--- src/rtl/seq_player.sv ---
// rtl/seq_player.sv - plays a latched 32-bit seed as up to 16 timed colour steps on four LEDs
module seq_player #(
  parameter int ON_CYCLES  = 25_000_000,
  parameter int GAP_CYCLES = 12_500_000
) (
  input  logic        clk,
  input  logic        reset,
  input  logic        start,
  input  logic        abort,
  input  logic [31:0] seed,
  input  logic [4:0]  len,
  output logic [3:0]  led,
  output logic [1:0]  color,
  output logic [3:0]  step,
  output logic        busy,
  output logic        done
);

  localparam int TMAX = (ON_CYCLES > GAP_CYCLES) ? ON_CYCLES : GAP_CYCLES;
  localparam int TW   = $clog2(TMAX + 1);
  localparam logic [TW-1:0] ON_LAST  = TW'(ON_CYCLES - 1);
  localparam logic [TW-1:0] GAP_LAST = TW'(GAP_CYCLES - 1);

  typedef enum logic [1:0] {S_IDLE, S_ON, S_GAP} state_t;

  state_t        state_q;
  logic [TW-1:0] timer_q;
  logic [31:0]   seed_q;
  logic [4:0]    len_q;
  logic [3:0]    step_q;
  logic [3:0]    led_q;
  logic [1:0]    color_q;
  logic          busy_q;
  logic          done_q;

  // Colour of the following step and end-of-sequence detection, taken from the latched copies
  logic [3:0] step_inc;
  logic [1:0] next_color;
  logic       last_step;
  logic [4:0] len_clamped;

  assign step_inc    = step_q + 4'd1;
  assign next_color  = seed_q[{step_inc, 1'b0} +: 2];
  assign last_step   = ({1'b0, step_q} == (len_q - 5'd1));
  assign len_clamped = (len > 5'd16) ? 5'd16 : len;

  // Playback FSM: ON/GAP timing per step, abort returns to IDLE without a done pulse
  always_ff @(posedge clk or negedge reset) begin
    if (!reset) begin
      state_q <= S_IDLE;
      timer_q <= '0;
      seed_q  <= '0;
      len_q   <= '0;
      step_q  <= '0;
      led_q   <= '0;
      color_q <= '0;
      busy_q  <= 1'b0;
      done_q  <= 1'b0;
    end else begin
      done_q <= 1'b0;
      if (abort && (state_q != S_IDLE)) begin
        state_q <= S_IDLE;
        timer_q <= '0;
        step_q  <= '0;
        led_q   <= '0;
        color_q <= '0;
        busy_q  <= 1'b0;
      end else begin
        case (state_q)
          S_IDLE: begin
            if (start && !abort && (len != 5'd0)) begin
              seed_q  <= seed;
              len_q   <= len_clamped;
              step_q  <= '0;
              timer_q <= '0;
              color_q <= seed[1:0];
              led_q   <= 4'b0001 << seed[1:0];
              busy_q  <= 1'b1;
              state_q <= S_ON;
            end
          end
          S_ON: begin
            if (timer_q == ON_LAST) begin
              timer_q <= '0;
              led_q   <= '0;
              state_q <= S_GAP;
            end else begin
              timer_q <= timer_q + TW'(1);
            end
          end
          S_GAP: begin
            if (timer_q == GAP_LAST) begin
              timer_q <= '0;
              if (last_step) begin
                state_q <= S_IDLE;
                busy_q  <= 1'b0;
                done_q  <= 1'b1;
                step_q  <= '0;
                color_q <= '0;
              end else begin
                step_q  <= step_inc;
                color_q <= next_color;
                led_q   <= 4'b0001 << next_color;
                state_q <= S_ON;
              end
            end else begin
              timer_q <= timer_q + TW'(1);
            end
          end
          default: state_q <= S_IDLE;
        endcase
      end
    end
  end

  assign led   = led_q;
  assign color = color_q;
  assign step  = step_q;
  assign busy  = busy_q;
  assign done  = done_q;

endmodule

--- config.mk ---
export PLATFORM = sky130hd
export DESIGN_NAME = seq_player
export DESIGN_NICKNAME = d
export VERILOG_FILES = /design/src/rtl/seq_player.sv
export SDC_FILE = /design/constraint.sdc
export NUM_CORES = 1
export LEC_CHECK = 0
export CAP_MARGIN = 20
export CORE_MARGIN = 2
export CORE_UTILIZATION = 42
export DETAILED_ROUTE_END_ITERATION = 16
export MAX_ROUTING_LAYER = met4
export SYNTH_ARGS = -nofsm -noshare
export SYNTH_HDL_FRONTEND = slang
export SYNTH_SLANG_ARGS = --single-unit
--- constraint.sdc ---
create_clock -name clk -period 7.4 [get_ports clk]
set_clock_uncertainty 0.05 [all_clocks]
set_input_delay 1.11 -clock clk [delete_from_list [all_inputs] [get_ports clk]]
set_output_delay 1.11 -clock clk [all_outputs]
set_load 0.01 [all_outputs]
---- Word level (Yosys, flattened, before mapping) ----
Cells that the tools add are included.
word-level totals
  input bits .............................. 41
  flip-flop bits (word level) ............. 76
  word-level logic and storage cells ...... 79
  output and inout bits ................... 12
operators by class
  $lt $le $gt $ge ......................... 1
  eq/ne operators ......................... 10
  $add $sub $neg .......................... 3
  bitwise operators ....................... 1
  shifts and indexed selects .............. 3
  muxes and demuxes ....................... 37
  reductions and logical operators ........ 15
operators with widths
  kind                   count
  $mux 25                4
  $pmux 25 s3            1
  $mux 4                 9
  $shiftx 32x6->2        1
  $add 25x1->25 const B  1
  $eq 25x24->1 const B   1
  $eq 25x25->1 const B   1
  $mux 2                 8
  $ne 3x3->1 const B     5
  $pmux 4 s3             1
  $mux 1                 9
  $reduce_and 3->1       3
  $pmux 4 s2             1
  $shl 1x2->4 const A    2
  $pmux 2 s3             1
  $eq 4x5->1             1
  $gt 5x5->1 const B     1
  $mux 5                 1
  $reduce_and 5->1       1
  $reduce_bool 5->1      1
  $sub 5x1->5 const B    1
  $add 4x1->4 const B    1
  $pmux 2 s2             1
  $reduce_and 4->1       1
  11 further kinds       13

---- Depth between registers and ports, before layout ----
Gate-level depths: netlist (run 1).
  word-level depth ........................ 7
  mapped depth ............................ 9
  depth with buffers taken out ............ 8

---- Worst setup path after synthesis (run 1) ----
No wires, ideal clock.
  kind .................................... input port to flip-flop
  start ................................... in abort
  end ..................................... reg timer_q[22]
  stages on the path ...................... 7
  library setup time ...................... 0.099 ns
  data arrival time ....................... 2.554 ns
  slack ................................... 4.697 ns
  required time ........................... 7.251 ns
  path buffers ............................ 1
  cell sequence ........................... nand2b_1 > a21oi_1 > o21ai_1 > clkbuf_1 > nor4b_1 > a21oi_1 > a311oi_1
on the way
  cells in the longest elaborated chain, start to end .. 5
  elaborated cells between the ends (all ways) .. 8
  those cells by class .................... eq/ne: 1; mux: 1; reduce/logical: 6
RTL lines
  element                            line  text
  start, declared                    9     input logic abort,
  $logic_not 1->1                    71    if (start && !abort && (len != 5'd0)) begin
  $logic_and 1x1->1 (2 in series)    71
  $ne 3x3->1 (no source line)        --
  $reduce_and 2->1 (no source line)  --
  end signal, assigned               88    timer_q <= timer_q + TW'(1);
  end signal, assigned               107   timer_q <= timer_q + TW'(1);
  end, declared                      27    logic [TW-1:0] timer_q;
Several ways; a longest one is shown, not always the timed one.
A chain may end at the register's enable or synchronous reset.

---- Worst setup path after layout (run 1) ----
  start ................................... in abort
  end ..................................... reg timer_q[10]
The elaborated chain is that of the path after synthesis.

==> out/qor.yml, run 1 <==
sta:
  rsz0062_at_grt: "no"
  min_period_over_period: 0.451
  final-max-slew-violation-count: 0
  maxSlewHeadroom: 0.310
  layout_min_cycle_time_ns: 3.34
  final_hold_viol_count: 0
  tns_ns: 0
  fmaxAchievable_ghz: 0.299
  setup_viol_count_final: 0
  timing_worst_slew_pin_value_ns: 1.04
setup_path:
  worstSetupStartpointType: "primary input"
  critPathMaxFanout: 14
  crit_type: "primary input to flip-flop"
  crit_required_ns: 7.53
  worst-endpoint-arrival_ns: 3.47
  ff2ff_setup_slack_ns: 4.33
  end_kind: "flip-flop"
logic_synthesis:
  synth-seq-area-share: 0.467
  yosys_register_bits: 76
  postSynth.topFlopCell: "dfrtp_1"
  syn-num-nets: 418
  syn-mean-instance-area_um2: 11.0
  post_synthesis_instance_area_um2: 4070
  asyncSetResetFlopFracSynth: 1.00
  yosys_warnings: 0
  netlist_instances: 370
  synth_edf_count: 0
  synth.lib_cells_used.distinct: 57
placed_design:
  routabilityCongestion: 0.873
  detailed_place_hpwl_mm: 6.30
  port_buffers: 52
finish:
  antenna_cells: 0
  final_core_util: 0.531
  layout-area-overhead-vs-synth_pct: 21.6
  fin_nets: 470
  fill_cells: 849
  final_layout_size_suffix_gt1_frac: 0.157
pwr:
  switchingPower_mw: 0.602
  peakVddDrop_mv: 0.152
  power.sequential.fraction: 0.366
  internal_power_mw: 1.12
  switching_power_share_of_the_total: 0.349
  areal_power_density_over_the_cells_nw_per_um2: 348
  total_leakage_power_nw: 1.97
  combPwrFrac: 0.413
  clock_power_share: 0.221
die:
  die-area_um2: 10500
  num_rows: 35
  core-area_um2: 9330
  die_height_um: 102
  floorplan.die.width_um: 102
  num_io_pins: 53
  start_util: 0.437
route:
  wl_per_cell_um: 16.1
  post_drt_via_cell_ratio: 5.45
  route.vias.total: 3022
  drc: 0
  wl_mm: 8.92
  antenna_violating_nets_post_route: 0
  drt_first_pass_iters: 6
  drt-initial-drc-count: 138
clock_network:
  cts.hold.buffers_added: 0
  cts_inserted_buffers: 9
  numClockSinks: 76
  cts_max_path_buffers: 2
  cts.clk_slew.worst_paths_ns: 0.08
  worst_skew_pair_latency_ns: 0.35
  post-cts-setup-buffers: 0
  cts.repair.resized: 0
  cts-htree-levels: 3
  cts_tree: "built"
  cts-root-buf: "clkbuf_8"
job:
  cap_viol_max_count: 0
global_route:
  antenna_violations_before_repair: 0
  grt.overflow.total: 0
  aggregate_global_route_resource_usage: 0.186
  via_count_of_the_first_global_routing_pass: 2920
  grt_start_max_net_pins: 77
  grt_pass1_wl_mm: 14.6
outcome:
  status: "finished clean"
worst_hold_path:
  min_path_type: "flip-flop to flip-flop"
## layout by cell type (no fill, tap or decap), types with 2 or more instances in the layout
cell             synthesis  layout
a21o_1                   2       2
a21oi_1                  4       4
a31oi_1                  7       7
and3_1                   5       5
and4_1                   6       6
buf_4                    0       5
bufinv_16                0       3
clkbuf_8                 0       9
clkdlybuf4s50_1          0      51
dfrtp_1                 76      76
ha_1                     7       7
inv_1                   16      16
mux2_2                  36      36
mux2i_1                  4       4
mux4_1                   4       4
mux4_2                   5       5
nand2_1                 30      30
nand2b_1                11      11
nand3_1                 15      15
nand3b_1                 2       2
nand4_1                  8       8
nor2_1                  24      24
nor2b_1                  2       2
nor3_1                   8       8
nor4_1                   9       9
o21ai_0                  9       9
o21ai_1                  3       3
o22ai_1                  6       6
o31ai_1                  6       6
or2_2                    2       2
or3_1                    4       4
xnor2_1                 17      17
xor2_1                   3       3
## cell families (layout without fill, tap and decap cells)
logic type                 Yosys count  in the layout  synth area share
and+or+nand+nor                    135            135             0.179
xor gates and xnor gates            20             20            0.0430
AOI/OAI and AO/OA                   50             50            0.0872
adders and majority gates            7              7            0.0215
muxes                               51             51             0.171
buffers and inverters               31             87            0.0310
DFF                                 76             76             0.467
## metal layers
| layer | wire [µm] | vias up | GRT usage |
|---|---|---|---|
| li1 | - | 1460 | - |
| met2 | 4110 | 75 | 0.276 |
| met4 | 131 | 0 | 0.0667 |
| met3 | 364 | 14 | 0.0267 |
| met1 | 4310 | 1473 | 0.261 |
| met5 | 0 | - | - |
## per-stage QoR
stage / instances / power (mW) / setup WS [ns] / hold slack [ns] / area [µm²]
2_1_floorplan: 370 / 1.15 / 4.70 / 0.420 / 4070
3_3_place_gp: 540 / 1.34 / 3.68 / 0.408 / 4720
3_5_place_dp: 540 / 1.36 / 3.67 / 0.428 / 4720
4_1_cts: 555 / 1.74 / 4.01 / 0.450 / 4950
5_1_grt: 555 / 1.84 / 3.80 / 0.465 / 4950
6_report: 555 / 1.72 / 4.06 / 0.438 / 4950
## power groups by stage
stage                     clock network, mW  logic (mW)  registers, mW
final                                 0.381       0.711          0.630
after CTS                             0.393       0.720          0.631
after detailed placement                  0       0.716          0.640
after global placement                    0       0.707          0.635
after global routing                  0.413       0.778          0.651
after floorplan                           0       0.535          0.613
## worst max-delay path, stage by stage
cell and delay, ns:
clkdlybuf4s50_1 0.53, nand2b_1 0.14, nand2_1 0.11, a31oi_1 0.07, o21bai_1 0.33, buf_4 0.24, a21oi_1 0.82, nor2_1 0.12
## area by class of cell
class                   instances  area, µm²  area share
multi-input cells             263       2050       0.413
repair buffers                 56        548       0.111
well taps                     129        161      0.0326
flip-flops and latches         76       1900       0.384
clock inverters                 6        113      0.0227
clock buffers                   9        124      0.0250
inverters                      16       60.1      0.0121
## cell usage after synthesis, types with 5 or more instances
cell	number	area [µm²]
and4_1	6	52.6
nand4_1	8	50.1
nand2_1	30	113
nor4_1	9	56.3
mux2_2	36	405
nand3_1	15	75.1
clkbuf_1	8	30.0
mux4_2	5	113
nand2b_1	11	68.8
and3_1	5	31.3
inv_1	16	60.1
o31ai_1	6	45.0
dfrtp_1	76	1900
a31oi_1	7	43.8
ha_1	7	87.6
o22ai_1	6	37.5
xnor2_1	17	149
nor3_1	8	40.0
o21ai_0	9	45.0
nor2_1	24	90.1
## registers in the layout, indices dropped and copies added, names as in the netlist, 2 cells and up
name     flops
timer_q     25
led          4
state_q      2
step         4
len_q        5
color        2
seed_q      32
## worst paths after layout
kind | from | endpoint | depth (start not counted)
worst max-delay path | abort | timer_q[10]$_DFFE_PN0P_ | 8
worst max register to register | timer_q[0]$_DFFE_PN0P_ | timer_q[10]$_DFFE_PN0P_ | 8
min in group asynchronous | reset | led[3]$_DFFE_PN0P_ | 1
worst min-delay path | color[1]$_DFFE_PN0P_ | color[1]$_DFFE_PN0P_ | 2
worst min register to register | color[1]$_DFFE_PN0P_ | color[1]$_DFFE_PN0P_ | 2
max in group asynchronous | reset | timer_q[15]$_DFFE_PN0P_ | 1
Note: power is estimated with default switching activity, not from simulation.
==> inputs of run 2 (changes only) <==
--- a/config.mk
+++ b/config.mk
@@ -10,6 +10,7 @@
 export CORE_UTILIZATION = 42
 export DETAILED_ROUTE_END_ITERATION = 16
 export MAX_ROUTING_LAYER = met4
+export PLACE_DENSITY = 0.66
 export SYNTH_ARGS = -nofsm -noshare
 export SYNTH_HDL_FRONTEND = slang
 export SYNTH_SLANG_ARGS = --single-unit
==> constraint.sdc (replaced) <==
create_clock -name clk -period 2.9 [get_ports clk]
set_clock_uncertainty 0.05 [all_clocks]
set_input_delay 0.435 -clock clk [delete_from_list [all_inputs] [get_ports clk]]
set_output_delay 0.435 -clock clk [all_outputs]
set_load 0.01 [all_outputs]
==> run 2 against run 1 <==
Compared with the run above: global-route usage up 0.91 points; largest power group unchanged; total power rose to 2.6 times the previous value; hold slack better by 0.010 ns; critical endpoint is now led[1]$_DFFE_PN0P_; critical path type is now flip-flop to flip-flop; clock power rose by 150%.
==> out/qor.yml, run 2 (synthesized netlist as in run 1, its figures left out) <==
setup_path:
  critPathMaxFanout: 9  # -5
  worst-endpoint-arrival_ns: 2.86  # -0.61 ns
  crit_type: "flip-flop to flip-flop"
  crit_required_ns: 3.10  # -4.43 ns
  worst_r2r_startpoint: "step[1]$_DFFE_PN0P_"
  end_kind: "flip-flop"
  worst_r2r_path_depth: 6  # -2
  ff2ff_setup_slack_ns: 0.25  # -4.08 ns
  worst_r2r_endpoint: "led[1]$_DFFE_PN0P_"
  worstSetupStartpointType: "flip-flop"
worst_hold_path:
  holdCritStartpoint: "led[0]$_DFFE_PN0P_"
  hold_end: "led[0]$_DFFE_PN0P_"
  min_path_type: "flip-flop to flip-flop"
  holdPathStages: 1  # -1
route:
  drt_first_pass_iters: 4  # -2
  wl_per_cell_um: 15.9  # -1.0%
  wl_mm: 9.03  # +1.3%
  post_drt_via_cell_ratio: 5.45  # about the same
  antenna_violating_nets_post_route: 0  # unchanged
  drt-initial-drc-count: 153  # +11%
  route.vias.total: 3095  # +2.4%
  drc: 0  # unchanged
clock_network:
  worst_skew_pair_latency_ns: 0.37  # +0.02 ns
  cts_inserted_buffers: 9  # unchanged
  cts-root-buf: "clkbuf_8"
  cts-htree-levels: 3  # unchanged
  post-cts-setup-buffers: 0  # unchanged
  numClockSinks: 76  # unchanged
  cts_max_path_buffers: 2  # unchanged
  cts.clk_slew.worst_paths_ns: 0.10  # +0.02 ns
  cts.hold.buffers_added: 1  # +1
  cts_tree: "built"
  cts.repair.resized: 0  # unchanged
die:
  num_io_pins: 53  # unchanged
  num_rows: 35  # unchanged
  core-area_um2: 9330  # unchanged
  floorplan.die.width_um: 102  # unchanged
  die_height_um: 102  # unchanged
  die-area_um2: 10500  # unchanged
  start_util: 0.437  # unchanged
pwr:
  peakVddDrop_mv: 0.386  # +150%
  total_leakage_power_nw: 2.03  # +2.9%
  total_power_mw: 4.45  # +160%
  areal_power_density_over_the_cells_nw_per_um2: 882  # +150%
sta:
  final-max-slew-violation-count: 0  # unchanged
  finalWorstSetupSlack_ns: 0.245  # -3.81 ns
  maxSlewHeadroom: 0.605  # +0.296
  setup_viol_count_final: 0  # unchanged
  rsz0062_at_grt: "no"
  tns_ns: 0  # unchanged
  min_period_over_period: 0.916
  timing_worst_slew_pin_value_ns: 0.591  # -0.444 ns
  final_hold_viol_count: 0  # unchanged
  layout_min_cycle_time_ns: 2.65
  fmaxAchievable_ghz: 0.377
  holdWs_ns: 0.448  # +0.00998 ns
global_route:
  aggregate_global_route_resource_usage: 0.195  # +0.00912
  antenna_violations_before_repair: 0  # unchanged
  grt_pass1_wl_mm: 15.3  # +4.5%
  grt_start_max_net_pins: 42  # -45%
  via_count_of_the_first_global_routing_pass: 3027  # +3.7%
  grt.overflow.total: 0  # unchanged
placed_design:
  detailed_place_hpwl_mm: 6.58  # +4.4%
  routabilityCongestion: 0.960  # +10%
  placedCellCount: 550  # +1.9%
  placed_area_um2: 4800  # +1.8%
  place_worst_setup_slack_ns: 0.128  # -3.54 ns
  port_buffers: 52  # unchanged
finish:
  final_cell_area_um2: 5050  # +1.9%
  final_layout_size_suffix_gt1_frac: 0.180  # +0.0227
  final_core_util: 0.541  # +0.00993
  largest_registers: "seed_q: 32 flops, timer_q: 25 flops, len_q: 5 flops"
  post_layout_nonfiller_instances: 568  # +2.3%
  area_used_by_multi_input_combinational_logic_um2: 2050  # unchanged
  layout.area.seq_um2: 1900  # unchanged
  final_common_cell: "dfrtp_1"
  regMostFlops: "seed_q"
  antenna_cells: 0  # unchanged
  fill_cells: 840  # -1.1%
  layout_common_cells: "76 x dfrtp_1, 51 x clkdlybuf4s50_1, 36 x mux2_2"
  layout-area-overhead-vs-synth_pct: 23.9
  max_reg_flops: 32  # unchanged
  fin_nets: 482  # +2.6%
job:
  cap_viol_max_count: 0  # unchanged
outcome:
  status: "finished clean"
-- run 2: worst max-delay path: stages (launching register included) --
cell	delay, ns
dfrtp_1	0.46
ha_1	0.53
mux4_2	0.38
mux2i_1	0.28
o221ai_1	0.31
and3_1	0.28
mux2_2	0.25
-- run 2: layout make-up --
cell class | instances | share of cell area
clock buffers | 9 | 0.0245
clock inverters | 7 | 0.0203
inverters | 16 | 0.0119
multi-input cells | 263 | 0.405
flip-flops and latches | 76 | 0.377
well taps | 129 | 0.0320
repair buffers | 68 | 0.129
-- run 2: how the worst max path moves through the flow --
stage / from / to / slack, ns / cells after the start
after floorplan: step[0]$_DFFE_PN0P_ / led[2]$_DFFE_PN0P_ / 0.38 / 7
after global placement: abort / timer_q[17]$_DFFE_PN0P_ / 0.24 / 7
after detailed placement: abort / timer_q[18]$_DFFE_PN0P_ / 0.13 / 7
after CTS: timer_q[0]$_DFFE_PN0P_ / timer_q[12]$_DFFE_PN0P_ / 0.18 / 7
after global routing: step[1]$_DFFE_PN0P_ / led[1]$_DFFE_PN0P_ / 0.12 / 6
final: step[1]$_DFFE_PN0P_ / led[1]$_DFFE_PN0P_ / 0.25 / 6
-- run 2: power by group --
group	switching, mW	total, mW	internal [mW]	leakage [nW]
logic	0.975	1.94	0.961	0.941
clock network	0.443	0.940	0.497	0.111
registers	0.188	1.58	1.39	0.977
-- run 2: per-layer routing --
metal	track usage	routed length, µm	vias to the layer above	part of all wire
met4	0.0523	120	0	0.013
met5	-	0	-	0
met3	0.0390	353	10	0.039
met2	0.303	4360	69	0.48
met1	0.263	4200	1529	0.47
li1	-	-	1487	-
==> inputs of run 3 (changes only) <==
--- a/config.mk
+++ b/config.mk
@@ -8,9 +8,11 @@
 export CAP_MARGIN = 20
 export CORE_MARGIN = 2
 export CORE_UTILIZATION = 42
+export CTS_CLUSTER_SIZE = 28
 export DETAILED_ROUTE_END_ITERATION = 16
 export MAX_ROUTING_LAYER = met4
 export PLACE_DENSITY = 0.66
 export SYNTH_ARGS = -nofsm -noshare
 export SYNTH_HDL_FRONTEND = slang
 export SYNTH_SLANG_ARGS = --single-unit
+export TNS_END_PERCENT = 30
==> constraint.sdc (replaced) <==
create_clock -name clk -period 2.9 [get_ports clk]
set_clock_uncertainty 0.05 [all_clocks]
set_input_delay 0.58 -clock clk [delete_from_list [all_inputs] [get_ports clk]]
set_output_delay 0.58 -clock clk [all_outputs]
set_load 0.01 [all_outputs]
==> run 3 against run 2 <==
Compared with the run above: cell count shrank 0.18%; critical path depth is the same; via count grew 0.16%; hold slack lost 0.43 ns; sequential cell count is the same; worst setup slack gained 0.018 ns.
==> out/qor.yml, run 3 (synthesized netlist as in run 1, its figures left out) <==
outcome:
  status: "finished clean"
clock_network:
  cts-root-buf: "clkbuf_8"
  cts.hold.buffers_added: 0  # -1
  cts_max_path_buffers: 2  # unchanged
  numClockSinks: 76  # unchanged
  worst_skew_pair_latency_ns: 0.36  # about the same
  cts.clk_slew.worst_paths_ns: 0.10  # about the same
  cts-htree-levels: 3  # unchanged
  post-cts-setup-buffers: 0  # unchanged
  cts_tree: "built"
  cts.repair.resized: 0  # unchanged
  cts_inserted_buffers: 9  # unchanged
die:
  num_rows: 35  # unchanged
  start_util: 0.437  # unchanged
  floorplan.die.width_um: 102  # unchanged
  die_height_um: 102  # unchanged
  die-area_um2: 10500  # unchanged
  num_io_pins: 53  # unchanged
  core-area_um2: 9330  # unchanged
setup_path:
  worst_r2r_path_depth: 6  # unchanged
  worst-endpoint-arrival_ns: 2.83  # -0.03 ns
  ff2ff_setup_slack_ns: 0.26  # +0.02 ns
  critPathMaxFanout: 9  # unchanged
  crit_required_ns: 3.10  # about the same
  worst_r2r_startpoint: "step[1]$_DFFE_PN0P_"
  crit_type: "flip-flop to flip-flop"
  worstSetupStartpointType: "flip-flop"
  worst_r2r_endpoint: "led[1]$_DFFE_PN0P_"
  end_kind: "flip-flop"
finish:
  antenna_cells: 0  # unchanged
  final_layout_size_suffix_gt1_frac: 0.180  # +0.000411
  layout.area.seq_um2: 1900  # unchanged
  final_common_cell: "dfrtp_1"
  area_used_by_multi_input_combinational_logic_um2: 2050  # unchanged
  layout-area-overhead-vs-synth_pct: 23.0
  regMostFlops: "seed_q"
  final_cell_area_um2: 5010  # -0.69%
  max_reg_flops: 32  # unchanged
  largest_registers: "seed_q: 32 flops, timer_q: 25 flops, len_q: 5 flops"
  fin_nets: 481  # -0.21%
  fill_cells: 830  # -1.2%
  layout_common_cells: "76 x dfrtp_1, 51 x clkdlybuf4s50_1, 36 x mux2_2"
worst_hold_path:
  min_path_type: "primary input to asynchronous set/reset pin"
route:
  drt-initial-drc-count: 128  # -16%
  drt_first_pass_iters: 4  # unchanged
  wl_mm: 9.09  # +0.60%
  antenna_violating_nets_post_route: 0  # unchanged
  wl_per_cell_um: 16.0  # +0.78%
  drc: 0  # unchanged
  post_drt_via_cell_ratio: 5.47  # +0.34%
  route.vias.total: 3100  # +0.16%
sta:
  min_period_over_period: 0.909  # -0.00632
  rsz0062_at_grt: "no"
  fmaxAchievable_ghz: 0.379  # +0.70%
  timing_worst_slew_pin_value_ns: 0.581  # -0.00998 ns
  final_hold_viol_count: 0  # unchanged
  maxSlewHeadroom: 0.610  # +0.00407
  finalWorstSetupSlack_ns: 0.263  # +0.0183 ns
  layout_min_cycle_time_ns: 2.64  # -0.0183 ns
  tns_ns: 0  # unchanged
  final-max-slew-violation-count: 0  # unchanged
  setup_viol_count_final: 0  # unchanged
placed_design:
  placed_area_um2: 4810  # +0.26%
  place_worst_setup_slack_ns: 0.0934  # -0.0341 ns
  routabilityCongestion: 0.949  # -1.1%
  detailed_place_hpwl_mm: 6.48  # -1.5%
  port_buffers: 52  # unchanged
global_route:
  antenna_violations_before_repair: 0  # unchanged
  grt.overflow.total: 0  # unchanged
  aggregate_global_route_resource_usage: 0.195  # +0.000211
  grt_start_max_net_pins: 68  # +62%
  via_count_of_the_first_global_routing_pass: 3050  # +0.76%
  grt_pass1_wl_mm: 15.2  # -0.77%
pwr:
  peakVddDrop_mv: 0.373  # -3.3%
  total_power_mw: 4.32  # -2.9%
  total_leakage_power_nw: 2.01  # -0.93%
  areal_power_density_over_the_cells_nw_per_um2: 863  # -2.2%
job:
  cap_viol_max_count: 0  # unchanged
-- run 3: changes by cell type in the layout (fill, tap and decap cells not counted), sizes merged --
cell         delta
inv             +1
clkinv          +1
bufinv          -2
dlygate4sd3     -1
-- run 3: area by class of cell --
class / instances / area share
multi-input cells: 263 / 0.408
clock inverters: 7 / 0.0130
flip-flops and latches: 76 / 0.380
inverters: 16 / 0.0120
repair buffers: 67 / 0.130
clock buffers: 9 / 0.0247
well taps: 129 / 0.0322
-- run 3: how the worst max path moves through the flow --
| stage | cells past startpoint | end | slack (ns) | startpoint |
|---|---|---|---|---|
| CTS | 7 | timer_q[24]$_DFFE_PN0P_ | 0.18 | timer_q[0]$_DFFE_PN0P_ |
| floorplan | 7 | led[2]$_DFFE_PN0P_ | 0.38 | step[0]$_DFFE_PN0P_ |
| global route | 6 | led[1]$_DFFE_PN0P_ | 0.09 | step[1]$_DFFE_PN0P_ |
| global placement | 6 | timer_q[13]$_DFFE_PN0P_ | 0.17 | abort |
| detailed placement | 6 | timer_q[24]$_DFFE_PN0P_ | 0.09 | len[4] |
| finish | 6 | led[1]$_DFFE_PN0P_ | 0.26 | step[1]$_DFFE_PN0P_ |
-- run 3: metal layers --
| metal | global-route usage | vias up | routed length [µm] |
|---|---|---|---|
| met5 | - | - | 0 |
| met4 | 0.0595 | 0 | 166 |
| met3 | 0.0465 | 13 | 335 |
| met2 | 0.298 | 65 | 4320 |
| met1 | 0.260 | 1534 | 4270 |
| li1 | - | 1488 | - |
-- run 3: metrics by stage --
step,utilization,instances,hold WS (ns)
CTS,0.536,566,0.0137
global route,0.537,567,0.00125
global placement,0.516,550,0.418
floorplan,-,370,0.234
detailed placement,0.516,550,0.411
finish,0.537,567,0.0143
-- run 3: critical path, cell delays in order, from the launching register on --
cell	delay (ns)
dfrtp_1	0.44
ha_1	0.54
mux4_2	0.39
mux2i_1	0.25
o221ai_1	0.31
and3_1	0.28
mux2_2	0.26
-- run 3: power by group --
group	internal (mW)	total, mW	switching [mW]
Clock	0.333	0.800	0.467
Sequential	1.39	1.57	0.185
Combinational	0.972	1.95	0.978
Total	2.69	4.32	1.63
